==> src/rtl/mima_pkg.sv <==
// Shared types for the memory arbiter: FSM state encoding, grant ID and
// default widths. Imported by mem_arbiter and arb_pick.
package mima_pkg;

    localparam int AW_DEF      = 32;
    localparam int DW_DEF      = 32;
    localparam int TIMEOUT_DEF = 255;

    typedef enum logic [1:0] {ARB_IDLE, ARB_BUSY, ARB_RESP} arb_state_t;
    typedef enum logic       {GNT_IF, GNT_D}                gnt_t;

endpackage

==> src/rtl/arb_pick.sv <==
// Combinational two-way picker between the fetch and data ports.
// Ports: if_req, d_req (requests), last_gnt (previous winner) -> gnt (winner).
// Build option MEM_ARB_RR_EN: when defined, a tie goes to the side that did
// not win last time; when undefined, data always beats fetch on a tie.
// The output is a don't-care when neither side requests.
module arb_pick
    import mima_pkg::*;
(
    input  logic if_req,
    input  logic d_req,
    input  gnt_t last_gnt,
    output gnt_t gnt
);

    always_comb begin
        gnt = GNT_IF;
        if (d_req && !if_req) begin
            gnt = GNT_D;
        end else if (d_req && if_req) begin
`ifdef MEM_ARB_RR_EN
            gnt = (last_gnt == GNT_IF) ? GNT_D : GNT_IF;
`else
            // Data belongs to the older instruction, so it goes first.
            gnt = GNT_D;
`endif
        end
    end

`ifndef MEM_ARB_RR_EN
    logic unused_last;
    assign unused_last = last_gnt;
`endif

endmodule

==> src/rtl/mem_arbiter.sv <==
// Shares one single-ported, variable-latency memory between the sccpu
// instruction-fetch and data ports. Grants one request at a time, registers
// it onto the memory port, and returns read data with a one-cycle ack.
// Ports:
//   clk, rst           clock / async active-low reset
//   if_req/addr        fetch request in; if_rdata/if_ack response out
//   d_req/we/be/addr/wdata  data request in; d_rdata/d_ack response out
//   err                timeout flag, valid with either ack
//   mem_req/we/be/addr/wdata  memory request out; mem_rdata/mem_ready in
//   stall              CPU stall, combinational from req/ack pins
// Build option MEM_ARB_RR_EN selects round-robin tie-break (see arb_pick).
module mem_arbiter
    import mima_pkg::*;
#(
    parameter int AW          = AW_DEF,
    parameter int DW          = DW_DEF,
    parameter int TIMEOUT_CYC = TIMEOUT_DEF
) (
    input  logic            clk,
    input  logic            rst,
    input  logic            if_req,
    input  logic [AW-1:0]   if_addr,
    output logic [DW-1:0]   if_rdata,
    output logic            if_ack,
    input  logic            d_req,
    input  logic            d_we,
    input  logic [DW/8-1:0] d_be,
    input  logic [AW-1:0]   d_addr,
    input  logic [DW-1:0]   d_wdata,
    output logic [DW-1:0]   d_rdata,
    output logic            d_ack,
    output logic            err,
    output logic            mem_req,
    output logic            mem_we,
    output logic [DW/8-1:0] mem_be,
    output logic [AW-1:0]   mem_addr,
    output logic [DW-1:0]   mem_wdata,
    input  logic [DW-1:0]   mem_rdata,
    input  logic            mem_ready,
    output logic            stall
);

    localparam int BW = DW / 8;
    // Counter only has to reach TIMEOUT_CYC-1.
    localparam int CW = (TIMEOUT_CYC > 1) ? $clog2(TIMEOUT_CYC) : 1;

    arb_state_t    state_q, state_d;
    gnt_t          gnt_q, gnt_d;
    gnt_t          last_q, last_d;
    gnt_t          pick;
    logic [CW-1:0] cnt_q, cnt_d;
    logic          mem_req_q, mem_req_d;
    logic          mem_we_q, mem_we_d;
    logic [BW-1:0] mem_be_q, mem_be_d;
    logic [AW-1:0] mem_addr_q, mem_addr_d;
    logic [DW-1:0] mem_wdata_q, mem_wdata_d;
    logic [DW-1:0] rdata_q, rdata_d;
    logic          err_q, err_d;
    logic          if_ack_q, if_ack_d;
    logic          d_ack_q, d_ack_d;
    logic          timeout_hit;

    arb_pick u_pick (
        .if_req   (if_req),
        .d_req    (d_req),
        .last_gnt (last_q),
        .gnt      (pick)
    );

    assign timeout_hit = (TIMEOUT_CYC != 0) && (cnt_q == CW'(TIMEOUT_CYC - 1));

    always_comb begin
        state_d     = state_q;
        gnt_d       = gnt_q;
        last_d      = last_q;
        cnt_d       = cnt_q;
        mem_req_d   = mem_req_q;
        mem_we_d    = mem_we_q;
        mem_be_d    = mem_be_q;
        mem_addr_d  = mem_addr_q;
        mem_wdata_d = mem_wdata_q;
        rdata_d     = rdata_q;
        err_d       = err_q;
        if_ack_d    = 1'b0;
        d_ack_d     = 1'b0;
        case (state_q)
            ARB_IDLE: begin
                if (if_req || d_req) begin
                    state_d   = ARB_BUSY;
                    gnt_d     = pick;
                    last_d    = pick;
                    cnt_d     = '0;
                    mem_req_d = 1'b1;
                    if (pick == GNT_D) begin
                        mem_we_d    = d_we;
                        mem_be_d    = d_be;
                        mem_addr_d  = d_addr;
                        mem_wdata_d = d_wdata;
                    end else begin
                        mem_we_d    = 1'b0;
                        mem_be_d    = '1;
                        mem_addr_d  = if_addr;
                        mem_wdata_d = '0;
                    end
                end
            end
            ARB_BUSY: begin
                cnt_d = cnt_q + 1'b1;
                if (mem_ready || timeout_hit) begin
                    state_d   = ARB_RESP;
                    mem_req_d = 1'b0;
                    // Writes and timeouts return zero data; err marks the timeout.
                    rdata_d   = (mem_ready && !mem_we_q) ? mem_rdata : '0;
                    err_d     = !mem_ready;
                    if (gnt_q == GNT_D) d_ack_d  = 1'b1;
                    else                if_ack_d = 1'b1;
                end
            end
            ARB_RESP: state_d = ARB_IDLE;
            default:  state_d = ARB_IDLE;
        endcase
    end

    always_ff @(posedge clk or negedge rst) begin
        if (!rst) begin
            state_q     <= ARB_IDLE;
            gnt_q       <= GNT_IF;
            last_q      <= GNT_IF;
            cnt_q       <= '0;
            mem_req_q   <= 1'b0;
            mem_we_q    <= 1'b0;
            mem_be_q    <= '0;
            mem_addr_q  <= '0;
            mem_wdata_q <= '0;
            rdata_q     <= '0;
            err_q       <= 1'b0;
            if_ack_q    <= 1'b0;
            d_ack_q     <= 1'b0;
        end else begin
            state_q     <= state_d;
            gnt_q       <= gnt_d;
            last_q      <= last_d;
            cnt_q       <= cnt_d;
            mem_req_q   <= mem_req_d;
            mem_we_q    <= mem_we_d;
            mem_be_q    <= mem_be_d;
            mem_addr_q  <= mem_addr_d;
            mem_wdata_q <= mem_wdata_d;
            rdata_q     <= rdata_d;
            err_q       <= err_d;
            if_ack_q    <= if_ack_d;
            d_ack_q     <= d_ack_d;
        end
    end

    assign mem_req   = mem_req_q;
    assign mem_we    = mem_we_q;
    assign mem_be    = mem_be_q;
    assign mem_addr  = mem_addr_q;
    assign mem_wdata = mem_wdata_q;
    assign if_rdata  = rdata_q;
    assign d_rdata   = rdata_q;
    assign if_ack    = if_ack_q;
    assign d_ack     = d_ack_q;
    assign err       = err_q;
    assign stall     = (if_req & ~if_ack_q) | (d_req & ~d_ack_q);

endmodule

==> config.mk <==
export PLATFORM = sky130hd
export DESIGN_NAME = mem_arbiter
export DESIGN_NICKNAME = d
export VERILOG_FILES = /design/src/rtl/mima_pkg.sv /design/src/rtl/arb_pick.sv /design/src/rtl/mem_arbiter.sv
export SDC_FILE = /design/constraint.sdc
export NUM_CORES = 1
export LEC_CHECK = 0
export ABC_AREA = 1
export CAP_MARGIN = 20
export CELL_PAD_IN_SITES_DETAIL_PLACEMENT = 1
export CELL_PAD_IN_SITES_GLOBAL_PLACEMENT = 2
export CORE_ASPECT_RATIO = 0.5
export CORE_UTILIZATION = 23
export DETAILED_ROUTE_END_ITERATION = 8
export GPL_ROUTABILITY_DRIVEN = 0
export PLACE_DENSITY_LB_ADDON = 0.1
export SETUP_SLACK_MARGIN = 0.02
export SLEW_MARGIN = 20
export SYNTH_ARGS = -nofsm -noshare
export SYNTH_HDL_FRONTEND = slang
export SYNTH_HIERARCHICAL = 1
export SYNTH_SLANG_ARGS = --single-unit
==> constraint.sdc <==
create_clock -name clk -period 2.05 [get_ports clk]
set_input_delay 0.3075 -clock clk [delete_from_list [all_inputs] [get_ports clk]]
set_output_delay 0.3075 -clock clk [all_outputs]
set_load 0.02 [all_outputs]
Word level (Yosys, flattened, before mapping)
Cells that the tools add are included.
{"block": "totals", "regBits": 116}
{"block": "classes", "addsub": 1, "n_eq_ne": 4, "mux": 21, "bitwise_logic": 5, "reduce_logical": 15}
{"op": "$mux W32", "count": 3}
{"op": "$pmux W8 S2", "count": 1}
{"op": "$mux W1", "count": 11}
{"op": "$add A8 B1 Y8 const B", "count": 1}
{"op": "$eq A8 B8 Y1 const B", "count": 1}
{"op": "$mux W8", "count": 1}
{"op": "$reduce_and A2 Y1", "count": 4}
{"op": "$mux W2", "count": 2}
{"op": "$mux W4", "count": 1}
{"op": "$ne A2 B2 Y1 const B", "count": 2}
{"op": "$pmux W2 S2", "count": 1}
{"op": "$logic_and A1 B1 Y1", "count": 3}
{"op": "$logic_not A1 Y1", "count": 3}
{"op": "$reduce_and A3 Y1", "count": 1}
{"op": "$and A1 B1 Y1", "count": 2}
{"op": "$eq A2 B1 Y1 const B", "count": 1}
{"op": "$logic_not A2 Y1", "count": 1}
{"op": "$logic_or A1 B1 Y1", "count": 2}
{"op": "$not A1 Y1", "count": 2}
{"op": "$pmux W1 S2", "count": 1}
{"op": "$reduce_bool A2 Y1", "count": 1}
{"op": "$or A1 B1 Y1", "count": 1}

Logic depth before layout (Yosys ltp)
Gate-level depths: netlist (run 1).
{"block": "logic_depth", "ltp_word": 4, "ltp_mapped": 10}

By module
The synthesis (run 1) kept the hierarchy.
{"module": "mem_arbiter", "n_inst": 1, "cells_per_inst": 597, "area_per_inst_um2": 5158.7}
{"module": "arb_pick", "n_inst": 1, "cells_per_inst": 1, "area_per_inst_um2": 3.8}

Worst setup path before layout (run 1)
No wires, ideal clock.
{"block": "synth_timing", "path_kind": "reg2reg", "start": "register cnt_q[0]", "end": "register rdata_q[24], in the netlist d_rdata[24]", "setup_ns": 0.117, "arrival_ns": 1.169, "setup_slack_ns": 0.764, "stages_incl_launch_ff": 11, "path_buffers": 1, "path_cell_list": "dfrtp_1 > inv_1 > ha_1 > nand2_1 > nor2_1 > nand2_1 > nand2_2 > nand2_4 > buf_6 > nand2_1 > nand2_1"}
{"block": "synth_via", "elab_chain_len": 3}
{"element": "from (decl)", "line": "mem_arbiter.sv:51", "text": "logic [CW-1:0] cnt_q, cnt_d;"}
{"element": "from (signal assigned)", "line": "mem_arbiter.sv:143", "text": "cnt_q <= cnt_d;"}
{"element": "$eq A8 B8 Y1", "line": "mem_arbiter.sv:70", "text": "assign timeout_hit = (TIMEOUT_CYC != 0) && (cnt_q == CW'(TIMEOUT_CYC - 1));"}
{"element": "$logic_or A1 B1 Y1", "line": "mem_arbiter.sv:109", "text": "if (mem_ready || timeout_hit) begin"}
{"element": "$reduce_and A2 Y1 (no line)"}
{"element": "to (signal assigned)", "line": "mem_arbiter.sv:149", "text": "rdata_q <= rdata_d;"}
{"element": "to (decl)", "line": "mem_arbiter.sv:57", "text": "logic [DW-1:0] rdata_q, rdata_d;"}
No other way between the ends.
A chain may end at the register's enable or synchronous reset.

Worst setup path in the final report (run 1)
{"block": "layout_timing", "start": "register if_ack_q, in the netlist if_ack", "end": "output stall"}
{"block": "layout_via", "elab_chain_len": 3}
{"element": "from (decl)", "line": "mem_arbiter.sv:59", "text": "logic if_ack_q, if_ack_d;"}
{"element": "from (signal assigned)", "line": "mem_arbiter.sv:151", "text": "if_ack_q <= if_ack_d;"}
{"element": "$not A1 Y1", "line": "mem_arbiter.sv:166", "text": "assign stall = (if_req & ~if_ack_q) | (d_req & ~d_ack_q);"}
{"element": "$and A1 B1 Y1", "line": "mem_arbiter.sv:166"}
{"element": "$or A1 B1 Y1", "line": "mem_arbiter.sv:166"}
{"element": "to (decl)", "line": "mem_arbiter.sv:40", "text": "output logic stall"}
No other way between the ends.

==> impl_metrics.json, run 1 <==
{
  "run_status": "completed",
  "power.net_switching_mw": 5.48,
  "final.period_utilization_pct": 92.9,
  "finalHoldWorstSlack_ns": 0.395,
  "worst_pin_slew_ns": 0.464,
  "firstDrtPassIters": 4,
  "cts_hold_buffers": 1,
  "drt_drc_violations_left": 0,
  "ir_drop_uv": 554,
  "detailroute.via_count": 4813,
  "postSynth.topFlopCell": "dfrtp_1",
  "final_critical_path_setup_slack_ns": 0.146,
  "routed_wl_mm": 18.0,
  "synthDominantAreaCellType": "dfrtp_1",
  "dp.final_hpwl_mm": 12.6,
  "power.total_mw": 13.5,
  "max_cap_violations": 0,
  "wl_cell_um": 15.6,
  "tritoncts_clock_tree": "done",
  "grt-ovfl-total": 0,
  "max_slew_margin_pct": 69.1,
  "first_global_vias": 4940,
  "synthToLayoutAreaGrowth_pct": 66.4,
  "number_of_flops_mapped_to_enable_cells_by_yosys": 0,
  "worstHoldPathType": "primary input to async pin",
  "timing.critical_path.to_type": "primary output",
  "fillCellCount": 2499,
  "syn-cell-area_mm2": 0.00516,
  "required_ns": 1.74,
  "final-hold-violation-count": 0,
  "grt_first_pass_wirelength_mm": 27.7,
  "reg2reg_setup_slack_ns": 0.44,
  "ffs_latches_synth": 116,
  "post_synth_most_frequent_cells": "nand2_1 (217), dfrtp_1 (116), nor2_1 (81)",
  "p_sw_share_pct": 40.7,
  "timing.critical_path.arrival_ns": 1.60,
  "largest_net_degree_at_the_start_of_global_routing": 57,
  "yosysWarnings": 6,
  "drt-vias-per-instance": 4.19,
  "fin_util_pct": 39.4,
  "numCtsBuffers": 17,
  "antennaDiodeCount": 0,
  "clock_tree.htree_level_count": 4,
  "regToRegEndpoint": "d_rdata[11]",
  "ctsLongestPathBuffers": 2,
  "die_h_um": 108,
  "cellInternalPower_mw": 7.99,
  "core.rowCount": 38,
  "clock.fmax_ghz": 0.525,
  "postCtsSetupBuffers": 0,
  "clock_latency_ns": 0.41,
  "timing.clock.skew_ns": 0.00781,
  "grt_setup_unrepaired": "no",
  "power.density_mw_per_mm2": 1570,
  "floorplan.initialDensity_pct": 23.7,
  "path_clk_slew_ns": 0.06,
  "netlist.area_leader.share_pct": 56.2,
  "tritoncts_num_sinks": 116,
  "global_route.usage.total_pct": 15.8,
  "clock_tree.root_cell": "clkbuf_16",
  "timing.final.max_slew_violations": 0,
  "timing_worst_setup_path_type": "register to primary output",
  "r2r-start": "cnt_q[0]",
  "setup_tns_ns": 0,
  "synth_most_common_cell": "nand2_1",
  "place_ws_ns": 0.124,
  "layout_min_cycle_time_ns": 1.90,
  "timing.critical_path.fanout_max": 2,
  "io_pins": 276,
  "power.combinational.fraction_pct": 49.2,
  "io_buffers": 275,
  "synth.yosys.seq_area_share_pct": 56.2,
  "synthesis.nets": 738,
  "post_synth.cell_area_avg_um2": 8.63,
  "grt_antenna_before_repair": 0,
  "clock_power_share_pct": 21.2,
  "cts_repair_resize_count": 0,
  "worst-r2r-cell-count": 9,
  "floorplan.core_area_mm2": 0.0218,
  "die-width_um": 214,
  "ant_nets": 0,
  "area_of_the_die_mm2": 0.0231,
  "async_reset_ff_share_pct": 100,
  "layout.nets": 977,
  "finalSetupViolations": 0,
  "drive_gt1_share_pct": 6.82,
  "leakage_nw": 3.93,
  "startpoint_type": "register",
  "pwr-share-seq_pct": 29.6,
  "drt-initial-drc-count": 163,
  "synth.distinct_cells": 22,
  "postSynthCellCount": 598,
  "ys_top_cells_by_area": "dfrtp_1 (56%), nand2_1 (16%), nor2_1 (5.9%)"
}
==> power groups by stage <==
stage | Sequential (mW) | Clock, mW | Combinational (mW)
2_1_floorplan | 5.14 | 0 | 2.42
5_1_grt | 4.13 | 3.07 | 7.15
3_3_place_gp | 4.00 | 0 | 6.69
4_1_cts | 4.00 | 2.97 | 6.77
3_5_place_dp | 4.02 | 0 | 6.74
6_report | 3.98 | 2.86 | 6.63
==> cells in the final DEF (no fill, tap or decap) <==
cell             instances
inv_6                    2
ha_1                     2
dfrtp_1                116
buf_12                   5
dlygate4sd3_1            1
clkbuf_16               17
clkinvlp_4               6
nor2_2                   3
clkinv_2                 3
bufinv_16                1
o21ai_0                  6
clkinv_4                 3
o31ai_1                 33
nor2_4                   1
inv_1                   17
nand3_1                  8
clkdlybuf4s50_1        274
nand4_1                 33
o21ai_1                  1
buf_4                    8
inv_2                    4
nor2_1                  81
nand2_4                  2
nand2_2                  3
a21oi_1                  2
nand2_1                217
o22ai_1                  1
==> state kept, by name, indices dropped and copies added, names as in the netlist <==
signal	count
cnt_q	8
mem_we	1
if_ack	1
mem_be	4
err	1
mem_addr	32
last_q	1
mem_req	1
state_q	2
d_rdata	32
d_ack	1
mem_wdata	32
==> cell type report <==
type | instances | area (um^2) | area share, %
clock inverters | 15 | 134 | 1.56
flip-flops and latches | 116 | 2900 | 33.8
clock buffers | 17 | 425 | 4.95
well taps | 300 | 375 | 4.37
repair buffers | 288 | 2910 | 33.9
inverters | 21 | 78.8 | 0.918
multi-input cells | 393 | 1760 | 20.5
==> kinds of logic after synthesis <==
group / Yosys count / share of synthesized area (%)
AND/OR/NAND/NOR: 348 / 27.7
flip-flops: 116 / 56.2
buffers and inverters: 89 / 9.77
AO/OA/AOI/OAI: 43 / 5.79
adder cells (fa/ha/maj): 2 / 0.485
==> layer usage <==
metal / GRT usage (%) / part of all wire, %
met5: 0 / 0
met1: 19.9 / 45
met2: 25.4 / 46
met3: 5.72 / 7.5
met4: 4.59 / 0.89
==> metrics by stage <==
step,instances,instance area [um^2]
3_5_place_dp,1117,8020
3_3_place_gp,1117,8020
4_1_cts,1150,8590
2_1_floorplan,598,5160
5_1_grt,1150,8590
6_report,1150,8590
==> worst max path at each step <==
stage | slack [ns] | to | cells past startpoint | startpoint
6_report | 0.15 | stall | 2 | if_ack
5_1_grt | 0.1 | stall | 2 | if_ack
4_1_cts | 0.12 | stall | 2 | if_ack
3_5_place_dp | 0.12 | mem_wdata[24] | 7 | d_req
3_3_place_gp | 0.16 | stall | 4 | d_req
2_1_floorplan | 0.76 | d_rdata[24] | 10 | cnt_q[0]
==> critical path: stages, from the launching register on <==
cell,delay (ns)
dfrtp_1,0.40
o22ai_1,0.17
clkdlybuf4s50_1,0.62
No activity file was read; power rests on OpenSTA's default activity.
==> run 2: changes to the inputs <==
--- a/config.mk
+++ b/config.mk
@@ -6,7 +6,6 @@
 export NUM_CORES = 1
 export LEC_CHECK = 0
 export ABC_AREA = 1
-export CAP_MARGIN = 20
 export CELL_PAD_IN_SITES_DETAIL_PLACEMENT = 1
 export CELL_PAD_IN_SITES_GLOBAL_PLACEMENT = 2
 export CORE_ASPECT_RATIO = 0.5
==> results of run 2 <==
Final layout, timing and power as in run 1 (identical DEF).
